==> src/rtl/multiplexor_display_pkg.sv <==
// Shared constants and helpers for the four-digit seven-segment scan controller.
// Digit codes are 4 bits; 4'hF is the blank code understood by the segment decoder.
package multiplexor_display_pkg;

    localparam int unsigned NUM_DIGITOS     = 4;
    localparam logic [3:0]  ANODOS_APAGADOS = 4'b1111;
    localparam logic [3:0]  CODIGO_BLANCO   = 4'hF;

    function automatic bit parametros_validos(input int unsigned refresh_div,
                                              input int unsigned guard_cycles);
        return (guard_cycles >= 1) && (refresh_div > guard_cycles + 1);
    endfunction

    // Digit idx is blanked when leading-zero suppression is on and it and all higher
    // digits are zero; digit 0 always shows.
    function automatic logic [3:0] codigo_digito(input logic [15:0] snap,
                                                 input logic        blank,
                                                 input logic [1:0]  idx);
        logic [15:0] resto;
        resto = snap >> {idx, 2'b00};
        if (blank && (idx != 2'd0) && (resto == 16'h0000)) begin
            return CODIGO_BLANCO;
        end
        return resto[3:0];
    endfunction

endpackage

==> src/rtl/divisor_refresco.sv <==
// Digit-period prescaler: counts 0..REFRESH_DIV-1 and flags the last count so the
// following edge is the wrap edge.
module divisor_refresco #(
    parameter int unsigned REFRESH_DIV = 25000,
    parameter int unsigned CNT_W       = $clog2(REFRESH_DIV)
) (
    input  logic             CLK,
    input  logic             reset,
    output logic [CNT_W-1:0] cnt,
    output logic             wrap
);

    localparam logic [CNT_W-1:0] ULTIMO = CNT_W'(REFRESH_DIV - 1);

    logic [CNT_W-1:0] cnt_q, cnt_d;

    always_comb begin
        cnt_d = cnt_q + CNT_W'(1);
        if (cnt_q == ULTIMO) begin
            cnt_d = '0;
        end
    end

    always_ff @(posedge CLK) begin
        if (reset) begin
            cnt_q <= '0;
        end else begin
            cnt_q <= cnt_d;
        end
    end

    assign cnt  = cnt_q;
    assign wrap = (cnt_q == ULTIMO);

endmodule

==> src/rtl/multiplexor_display.sv <==
// Four-digit time-multiplexed scan controller: per-frame input snapshot, leading-zero
// blanking and guarded active-low anode drive for a registered segment decoder.
module multiplexor_display
    import multiplexor_display_pkg::*;
#(
    parameter int unsigned REFRESH_DIV  = 25000,
    parameter int unsigned GUARD_CYCLES = 2
) (
    input  logic        CLK,
    input  logic        reset,
    input  logic [15:0] digitos,
    input  logic        blank_ceros,
    output logic [3:0]  numero,
    output logic [3:0]  anodos,
    output logic        tick_trama
);

    localparam int unsigned CNT_W = $clog2(REFRESH_DIV);

    if (!parametros_validos(REFRESH_DIV, GUARD_CYCLES)) begin : g_param_error
        $error("multiplexor_display: need GUARD_CYCLES >= 1 and REFRESH_DIV > GUARD_CYCLES+1");
    end

    logic [CNT_W-1:0] cnt;
    logic             wrap;

    divisor_refresco #(
        .REFRESH_DIV (REFRESH_DIV),
        .CNT_W       (CNT_W)
    ) u_divisor_refresco (
        .CLK   (CLK),
        .reset (reset),
        .cnt   (cnt),
        .wrap  (wrap)
    );

    logic [1:0]  idx_q, idx_d;
    logic [15:0] snapshot_q, snapshot_d;
    logic        snap_blank_q, snap_blank_d;
    logic        load_pending_q, load_pending_d;
    logic [3:0]  anodos_q, anodos_d;
    logic [3:0]  numero_q, numero_d;
    logic        tick_q, tick_d;
    logic        frame_start;

    always_comb begin
        idx_d          = idx_q;
        snapshot_d     = snapshot_q;
        snap_blank_d   = snap_blank_q;
        load_pending_d = load_pending_q;
        anodos_d       = anodos_q;
        numero_d       = numero_q;
        tick_d         = 1'b0;

        frame_start = load_pending_q || (wrap && (idx_q == 2'd3));

        if (wrap) begin
            idx_d = idx_q + 2'd1;
        end

        if (frame_start) begin
            snapshot_d     = digitos;
            snap_blank_d   = blank_ceros;
            load_pending_d = 1'b0;
            tick_d         = 1'b1;
        end

        // Code comes from the next-state snapshot so digit 0 of a new frame is fresh.
        if (wrap || frame_start) begin
            anodos_d = ANODOS_APAGADOS;
            numero_d = codigo_digito(snapshot_d, snap_blank_d, idx_d);
        end else if (cnt == CNT_W'(GUARD_CYCLES - 1)) begin
            anodos_d = ~(4'b0001 << idx_q);
        end
    end

    always_ff @(posedge CLK) begin
        if (reset) begin
            idx_q          <= 2'd0;
            snapshot_q     <= 16'h0000;
            snap_blank_q   <= 1'b0;
            load_pending_q <= 1'b1;
            anodos_q       <= ANODOS_APAGADOS;
            numero_q       <= CODIGO_BLANCO;
            tick_q         <= 1'b0;
        end else begin
            idx_q          <= idx_d;
            snapshot_q     <= snapshot_d;
            snap_blank_q   <= snap_blank_d;
            load_pending_q <= load_pending_d;
            anodos_q       <= anodos_d;
            numero_q       <= numero_d;
            tick_q         <= tick_d;
        end
    end

    assign numero     = numero_q;
    assign anodos     = anodos_q;
    assign tick_trama = tick_q;

endmodule

==> config.mk <==
export PLATFORM = sky130hd
export DESIGN_NAME = multiplexor_display
export DESIGN_NICKNAME = d
export VERILOG_FILES = /design/src/rtl/multiplexor_display_pkg.sv /design/src/rtl/divisor_refresco.sv /design/src/rtl/multiplexor_display.sv
export SDC_FILE = /design/constraint.sdc
export NUM_CORES = 1
export LEC_CHECK = 0
export ABC_CLOCK_PERIOD_IN_PS = 2900
export CAP_MARGIN = 0
export CORE_AREA = 3 3 62 87
export DETAILED_ROUTE_END_ITERATION = 10
export DIE_AREA = 0 0 65 90
export HOLD_SLACK_MARGIN = 0.05
export PLACE_DENSITY = 0.69
export SLEW_MARGIN = 10
export SYNTH_ARGS = -nofsm -noshare
export SYNTH_HDL_FRONTEND = slang
export SYNTH_SLANG_ARGS = --single-unit
==> constraint.sdc <==
create_clock -name CLK -period 2.9 [get_ports CLK]
set_clock_uncertainty 0.1 [all_clocks]
set_input_delay 0.58 -clock CLK [delete_from_list [all_inputs] [get_ports CLK]]
set_output_delay 0.58 -clock CLK [all_outputs]
set_load 0.02 [all_outputs]
==> out/results.txt, run 1 <==
initial antenna violation count: 0
routed wl met3: 191 um
global placer's final weighted congestion: 0.8270
Max Fclk: 347.3 MHz
die area: 5850 um2
final setup TNS: 0 ns
synthesized area: 2163 um2
Critical Path RT: 3.02 ns
distinct cell type count after synthesis: 46
Clock Pin Slew Worst Setup and Hold Paths: 0.09 ns
Synth Net Count: 262
# setup viols final: 0
hold bufs inserted after CTS: 0
slew margin rel.: 0.6958
Worst Setup End Kind: flip-flop
CTS tree: built
reg-to-reg startpoint: u_divisor_refresco.cnt[3]$_SDFF_PP0_
DRT Pass-1 Iters: 5
CTS sink count: 44
register area share after synthesis: 0.4072
Detailed Route WL: 5.063 mm
Die H: 90 um
most frequent cell after synthesis: dfxtp_1
Lkg Pwr: 1.118 nW
Comb pwr share: 0.133
worst r2r path cells: 10
largest net degree at the start of global routing: 23
Post-Syn Instances: 237
power share of the clock group: 0.398
switching pwr: 0.3193 mW
top sig layer: met4
Post-DP Area: 2580 um2
Area Growth Syn to Fin: 32.56%
H-tree depth: 2
Post-synth ARST share: 0
post-DP HPWL: 3.599 mm
most instantiated cells after synthesis: dfxtp_1, nor2_1, mux2i_1, nand2_1, a21oi_1
Metal-1 WL: 1.981 mm
core area: 4608 um2
area fraction of the dominant cell type after synthesis: 0.4072
Max-cap violations: 0
EDFF count, synth: 0
Design Area, Final: 2868 um2
RSZ-0062 raised after global routing: yes
Row Count: 29
routed len/inst: 14.72 um
area leader, netlist: dfxtp_1
peak supply drop: 0.3399 mV
Via Count: 1880
Die Width: 65 um
Pint: 1.063 mW
Final Critical Period: 2.879 ns
DR WL met2: 2.695 mm
post-route DRC violation count: 0
Fin Hold WS: 0.3884 ns
Worst Setup SP: u_divisor_refresco.cnt[3]$_SDFF_PP0_
Power, Total: 1.382 mW
Tcrit/Tclk final: 0.9928
vias in the first global route: 1887
status: complete, no violations
measured slew at the worst slew-check pin: 0.4540 ns
Slew Limit Fails: 0
TritonCTS buffer count: 5
hold_sp: anodos[1]$_SDFFE_PP1N_
pwr/cell area: 482.0 nW/um2
Routed Antenna Nets: 0
initial DRC count: 86
Initial Utilization: 0.4695
first-pass GRT wire length: 8.528 mm
DR vias/cell: 5.465
crit start category: flip-flop
clk_lat worst skew: 0.30 ns
Final Net Count: 307
dominant cells by area after synthesis: dfxtp_1, mux2i_1, nor2_1
io pins: 28
synth warn: 0
Max FO, Critical Path: 8
Diodes inserted: 0
endpoint arrival time on the critical path: 3.00 ns
min-delay worst type: flip-flop to flip-flop
Register-to-Register Setup Slack: 0.02 ns
number of I/O port buffers: 27
prevailing post-synth register cell: dfxtp_1
Min-Delay Path Depth: 2
CP Class: flip-flop to flip-flop
final hold violations: 0
Seq cells post-synth: 44
clk root buf: clkbuf_8
GR Overflow Total: 0
share of layout cells above drive strength 1: 0.2234
CTS Buffer Depth: 2
Mean Syn Cell Area: 9.128 um2
Seq pwr share: 0.469
Total GRT Usage: 0.1831
Net Sw Frac: 0.2310
path summary, 6_finish.rpt:
path                                  to
hold reg to reg   anodos[1]$_SDFFE_PP1N_
setup reg to reg  numero[3]$_SDFFE_PP1P_
hold / removal    anodos[1]$_SDFFE_PP1N_
setup / recovery  numero[3]$_SDFFE_PP1P_
stage by stage:
step           setup slack [ns]  cells    util
3_3_place_gp           -0.02589    331  0.5599
3_5_place_dp           -0.05183    331  0.5599
5_1_grt                -0.09156    344  0.6223
4_1_cts                -0.01182    341  0.6058
2_1_floorplan           0.04588    237       -
6_report                0.02077    344  0.6223
cells by family after synthesis:
family                     synth area share
AOI/OAI and AO/OA                   0.09775
xor gates and xnor gates            0.05263
adders and majority gates           0.03470
buffers and inverters               0.03817
DFF                                  0.4072
muxes                                0.1272
and+or+nand+nor                      0.2423
flip-flops by register name (all words and copies together) (netlist names):
| signal | count |
|---|---|
| tick_trama | 1 |
| u_divisor_refresco.cnt | 15 |
| snap_blank_q | 1 |
| anodos | 4 |
| numero | 4 |
| load_pending_q | 1 |
| snapshot_q | 16 |
| idx_q | 2 |
power by group through the flow:
stage	clock [mW]	sequential, mW	combinational (mW)
after floorplan	0	0.666	0.0922
after global placement	0	0.661	0.166
after detailed placement	0	0.661	0.167
after CTS	0.559	0.648	0.174
after global routing	0.583	0.652	0.202
final	0.550	0.649	0.184
critical path, cell delays in order (launching register included):
cell and delay (ns):
dfxtp_2 0.32, or4_4 0.53, buf_6 0.14, nor4_4 0.13, buf_6 0.16, mux2_4 0.18, buf_4 0.20, a21oi_2 0.06
or4b_4 0.54, a211o_1 0.28, a31oi_1 0.15
cells in the final DEF (no fill, tap or decap), drive strengths merged, types with 6 or more instances in the layout:
master,Yosys,final
a21oi,9,9
ha,6,6
xor2,6,6
dfxtp,44,44
nor2,43,43
buf,5,22
mux2i,20,20
o211ai,7,7
nand3,6,6
nand2,20,20
xnor2,7,7
clkdlybuf4s50,0,27
what timing repair did:
item                                    in CTS  in global routing
pin swaps                                    1                  4
setup buffers                                3                  2
gates cloned                                 0                  1
hold endpoints to repair                     0                  0
endpoints found under the setup margin       4                  4
resized for setup                           13                 14
layer usage:
layer	vias up	GRT usage
li1	926	-
met1	884	0.2002
met2	53	0.3271
met3	17	0.03741
met4	0	0.08642
met5	-	0
layout make-up:
type | instances | area (um2)
Fill cell | 416 | 1740
Clock buffer | 5 | 68.82
Clock inverter | 2 | 60.06
Tap cell | 62 | 77.57
Multi-Input combinational cell | 177 | 1301
Timing Repair Buffer | 49 | 456.7
Inverter | 5 | 18.77
Sequential cell | 44 | 884.6
(Power assumes the default switching activity.)
==> run 2, diff against run 1 <==
--- a/config.mk
+++ b/config.mk
@@ -12,7 +12,8 @@
 export DIE_AREA = 0 0 65 90
 export HOLD_SLACK_MARGIN = 0.05
 export PLACE_DENSITY = 0.69
-export SLEW_MARGIN = 10
+export SETUP_SLACK_MARGIN = 0.1
+export SLEW_MARGIN = 20
 export SYNTH_ARGS = -nofsm -noshare
 export SYNTH_HDL_FRONTEND = slang
 export SYNTH_SLANG_ARGS = --single-unit
==> constraint.sdc (replaced) <==
create_clock -name CLK -period 2.9 [get_ports CLK]
set_clock_uncertainty 0.1 [all_clocks]
set_input_delay 0.58 -clock CLK [delete_from_list [all_inputs] [get_ports CLK]]
set_output_delay 0.58 -clock CLK [all_outputs]
set_load 0.005 [all_outputs]
==> out/results.txt, run 2 (same netlist as run 1, synthesis figures left out) <==
Diodes inserted: 0
Sequential Area: 882.1 um2
die area: 5850 um2
Largest register FFs: 16
status: complete, no violations
measured slew at the worst slew-check pin: 0.3700 ns
Lkg Pwr: 1.184 nW
first-pass GRT wire length: 8.790 mm
clk root buf: clkbuf_8
final setup TNS: 0 ns
TritonCTS buffer count: 5
Routed Antenna Nets: 0
peak supply drop: 0.3148 mV
clk_lat worst skew: 0.30 ns
Detailed Route WL: 5.293 mm
Top reg by flops: snapshot_q
routed len/inst: 14.62 um
initial DRC count: 100
post-route DRC violation count: 0
CTS sink count: 44
multi-input logic area: 1251 um2
final hold violations: 0
worst path cell trace: or4_4 > o41a_1 > buf_6 > buf_12 > nand4bb_1 > a211oi_2 > o211ai_1 > nor4_1 > o32a_1
Final Critical Period: 2.885 ns
number of I/O port buffers: 27
RSZ-0062 raised after global routing: yes
Buf/Inv on CP: 2
post-DP HPWL: 3.856 mm
# setup viols final: 0
Area Growth Syn to Fin: 34.36%
Initial Utilization: 0.4695
Max FO, Critical Path: 20
Max Fclk: 346.6 MHz
fill cell count: 417
GR Overflow Total: 0
Row Count: 29
Die H: 90 um
core area: 4608 um2
Total GRT Usage: 0.1933
DR vias/cell: 5.213
Tcrit/Tclk final: 0.9948
pwr/cell area: 419.6 nW/um2
largest net degree at the start of global routing: 21
slowest CP cell: or4_4
Place WS: -0.01006 ns
Via Count: 1887
min-delay worst type: flip-flop to flip-flop
CTS Buffer Depth: 2
CTS tree: built
vias in the first global route: 1846
CP Class: flip-flop to flip-flop
Die Width: 65 um
DRT Pass-1 Iters: 4
critical path's top delay family: simple AND/OR/NAND/NOR gates
io pins: 28
slew margin rel.: 0.7519
crit start category: flip-flop
most frequent cells in the layout: nor2_1, dfxtp_1, buf_4
Post-DP Area: 2678 um2
global placer's final weighted congestion: 0.8809
Slew Limit Fails: 0
Worst Setup End Kind: flip-flop
Util after Layout: 0.6307
Critical Path RT: 3.05 ns
Max-cap violations: 0
share of layout cells above drive strength 1: 0.2367
Clock Pin Slew Worst Setup and Hold Paths: 0.08 ns
endpoint arrival time on the critical path: 3.03 ns
initial antenna violation count: 0
final worst slack: 0.01511 ns
Design Area, Final: 2907 um2
H-tree depth: 2
Final Net Count: 324
critical path's largest stage delay: 0.53 ns
[run 2: cell type report]
type | count | area share
flip-flops and latches | 44 | 0.3035
well taps | 62 | 0.02669
inverters | 5 | 0.006457
multi-input cells | 177 | 0.4305
clock buffers | 8 | 0.03099
repair buffers | 66 | 0.2019
[run 2: worst paths after layout]
path,from,slack (ns),end,cells past startpoint
max reg2reg,u_divisor_refresco.cnt[3]$_SDFF_PP0_,0.02,numero[1]$_SDFFE_PP1P_,9
max,u_divisor_refresco.cnt[3]$_SDFF_PP0_,0.02,numero[1]$_SDFFE_PP1P_,9
min,numero[0]$_SDFFE_PP1P_,0.38,numero[0]$_SDFFE_PP1P_,1
min reg2reg,numero[0]$_SDFFE_PP1P_,0.38,numero[0]$_SDFFE_PP1P_,1
[run 2: what timing repair did]
action / 4_1_cts / 5_1_grt
pin swaps: 2 / 8
hold buffers: 0 / 0
setup endpoints to repair: 4 / 4
hold endpoints to repair: 0 / 0
gates resized for setup: 5 / 11
gates cloned: 0 / 0
buffers inserted: 3 / 7
[run 2: per-stage QoR]
stage | cells | hold WS, ns | total power, mW
detailed placement | 344 | 0.3610 | 0.8248
global route | 362 | 0.4109 | 1.277
CTS | 355 | 0.3802 | 1.226
global placement | 344 | 0.3648 | 0.8212
floorplan | 237 | 0.3334 | 0.7495
finish | 362 | 0.3809 | 1.220
[run 2: routing by layer]
| layer | share of wire | global-route usage |
|---|---|---|
| met2 | 0.54 | 0.3442 |
| met4 | 0.026 | 0.07760 |
| met1 | 0.41 | 0.2167 |
| met5 | 0 | 0 |
| met3 | 0.029 | 0.04239 |
[run 2: report_power, final]
part	switching, mW	internal (mW)	total, mW
sequential	0.0156	0.630	0.646
combinational	0.0817	0.0945	0.176
clock	0.203	0.194	0.398
==> run 3, diff against run 2 <==
--- a/config.mk
+++ b/config.mk
@@ -7,9 +7,9 @@
 export LEC_CHECK = 0
 export ABC_CLOCK_PERIOD_IN_PS = 2900
 export CAP_MARGIN = 0
-export CORE_AREA = 3 3 62 87
+export CORE_AREA = 2 2 61 86
 export DETAILED_ROUTE_END_ITERATION = 10
-export DIE_AREA = 0 0 65 90
+export DIE_AREA = 0 0 63 88
 export HOLD_SLACK_MARGIN = 0.05
 export PLACE_DENSITY = 0.69
 export SETUP_SLACK_MARGIN = 0.1
==> out/results.txt, run 3 (same netlist as run 1, synthesis figures left out) <==
initial DRC count: 161
Critical Path RT: 3.03 ns
GR Overflow Total: 0
Row Count: 30
critical path's top delay family: simple AND/OR/NAND/NOR gates
Detailed Route WL: 5.585 mm
Crit path top cell by count: buf_4
Initial Utilization: 0.4538
Area Growth Syn to Fin: 41.47%
Final Critical Period: 2.877 ns
Largest register FFs: 16
Max-cap violations: 0
critical path's largest stage delay: 0.53 ns
CTS Buffer Depth: 2
number of I/O port buffers: 27
DR vias/cell: 5.315
core area: 4767 um2
RSZ-0062 raised after global routing: yes
crit start category: flip-flop
TritonCTS buffer count: 5
Total GRT Usage: 0.2174
final hold violations: 0
Lkg Pwr: 1.260 nW
Tcrit/Tclk final: 0.9920
worst path cell trace: or4_4 > buf_6 > nor4_4 > buf_4 > mux2i_1 > buf_4 > a21oi_4 > or4b_4 > a211o_1 > a31oi_1
pwr/cell area: 443.8 nW/um2
Die H: 88 um
Top reg by flops: snapshot_q
slew margin rel.: 0.6687
Layout Cells excl Fill: 371
CP Depth: 10
min-delay worst type: flip-flop to flip-flop
most frequent cells in the layout: nor2_1, dfxtp_1, buf_4
worst r2r path cells: 10
vias in the first global route: 2030
commonest non-fill, non-tap cell in the layout: nor2_1
peak supply drop: 0.3375 mV
clk_lat worst skew: 0.30 ns
DRT Pass-1 Iters: 5
first-pass GRT wire length: 9.218 mm
status: complete, no violations
Die Width: 63 um
endpoint arrival time on the critical path: 3.01 ns
# setup viols final: 0
measured slew at the worst slew-check pin: 0.4935 ns
Min-Delay Path Depth: 1
Max Fclk: 347.6 MHz
final worst slack: 0.02320 ns
Final Net Count: 331
Via Count: 1972
Buf/Inv on CP: 3
global placer's final weighted congestion: 0.8985
Clock Pin Slew Worst Setup and Hold Paths: 0.08 ns
Max FO, Critical Path: 6
largest net degree at the start of global routing: 16
routed len/inst: 15.05 um
initial antenna violation count: 0
post-route DRC violation count: 0
CP Class: flip-flop to flip-flop
Diodes inserted: 0
slowest CP cell: or4_4
CTS sink count: 44
io pins: 28
Worst Setup End Kind: flip-flop
post-DP HPWL: 3.972 mm
CTS tree: built
Place WS: -0.03059 ns
Cells after DPL: 346
H-tree depth: 2
die area: 5544 um2
share of layout cells above drive strength 1: 0.2638
Slew Limit Fails: 0
clk root buf: clkbuf_8
Routed Antenna Nets: 0
run 3: cell count changes in the layout (fill, tap and decap cells not counted), sizes merged:
cell / before / now
buf: 39 / 45
bufbuf: 0 / 1
bufinv: 0 / 1
clkbuf: 8 / 7
run 3: routing by layer:
layer	up-vias	track usage	routed length, um
li1	973	-	-
met1	938	0.2150	2107
met2	45	0.4304	3125
met3	16	0.04499	184
met4	0	0.09899	167
met5	-	0	0
run 3: worst reg2reg max path, delay by kind of cell, from the launching register on:
family | cells | cell delay [ns]
buf+inv | 3 | 0.53
mux | 1 | 0.20
simple gates | 3 | 1.19
compound gates | 3 | 0.48
flops | 1 | 0.32
run 3: layout make-up:
type / instances / area, um2
fill: 381 / 1707
timing repair buffer: 73 / 664.4
clock buffer: 7 / 96.34
clock inverter: 1 / 30.03
multi-input combinational: 177 / 1287
inverter: 5 / 18.77
tap: 64 / 80.08
sequential: 44 / 883.3
run 3: worst paths after layout:
path	start	endpoint	slack, ns
worst min-delay path	numero[0]$_SDFFE_PP1P_	numero[0]$_SDFFE_PP1P_	0.38
worst min register to register	numero[0]$_SDFFE_PP1P_	numero[0]$_SDFFE_PP1P_	0.38
worst max-delay path	u_divisor_refresco.cnt[11]$_SDFF_PP0_	numero[3]$_SDFFE_PP1P_	0.02
worst max register to register	u_divisor_refresco.cnt[11]$_SDFF_PP0_	numero[3]$_SDFFE_PP1P_	0.02
run 3: where the power goes:
part	internal, mW	leakage [nW]	total (mW)	switching, mW
Sequential	0.630	0.362	0.646	0.0163
Clock	0.304	0.0645	0.514	0.210
Combinational	0.109	0.834	0.198	0.0890
run 3: metrics by stage:
step           hold WS [ns]    util  instance area (um2)  total power [mW]  TNS (ns)
6_report             0.3772  0.6420                 3060             1.358         0
5_1_grt              0.4183  0.6420                 3060             1.406   -0.1736
4_1_cts              0.3802  0.6276                 2992             1.356  -0.03940
3_5_place_dp         0.3610  0.5622                 2680            0.8263  -0.03059
3_3_place_gp         0.3629  0.5622                 2680            0.8241         0
2_1_floorplan        0.3334       -                 2163            0.7495         0
run 3: repair_timing:
item	CTS	global route
endpoints found under the hold margin	0	0
gates resized for setup	16	5
hold buffers	0	0
pin swaps	9	7
cloned	1	0
endpoints found under the setup margin	4	4
setup buffers	12	4
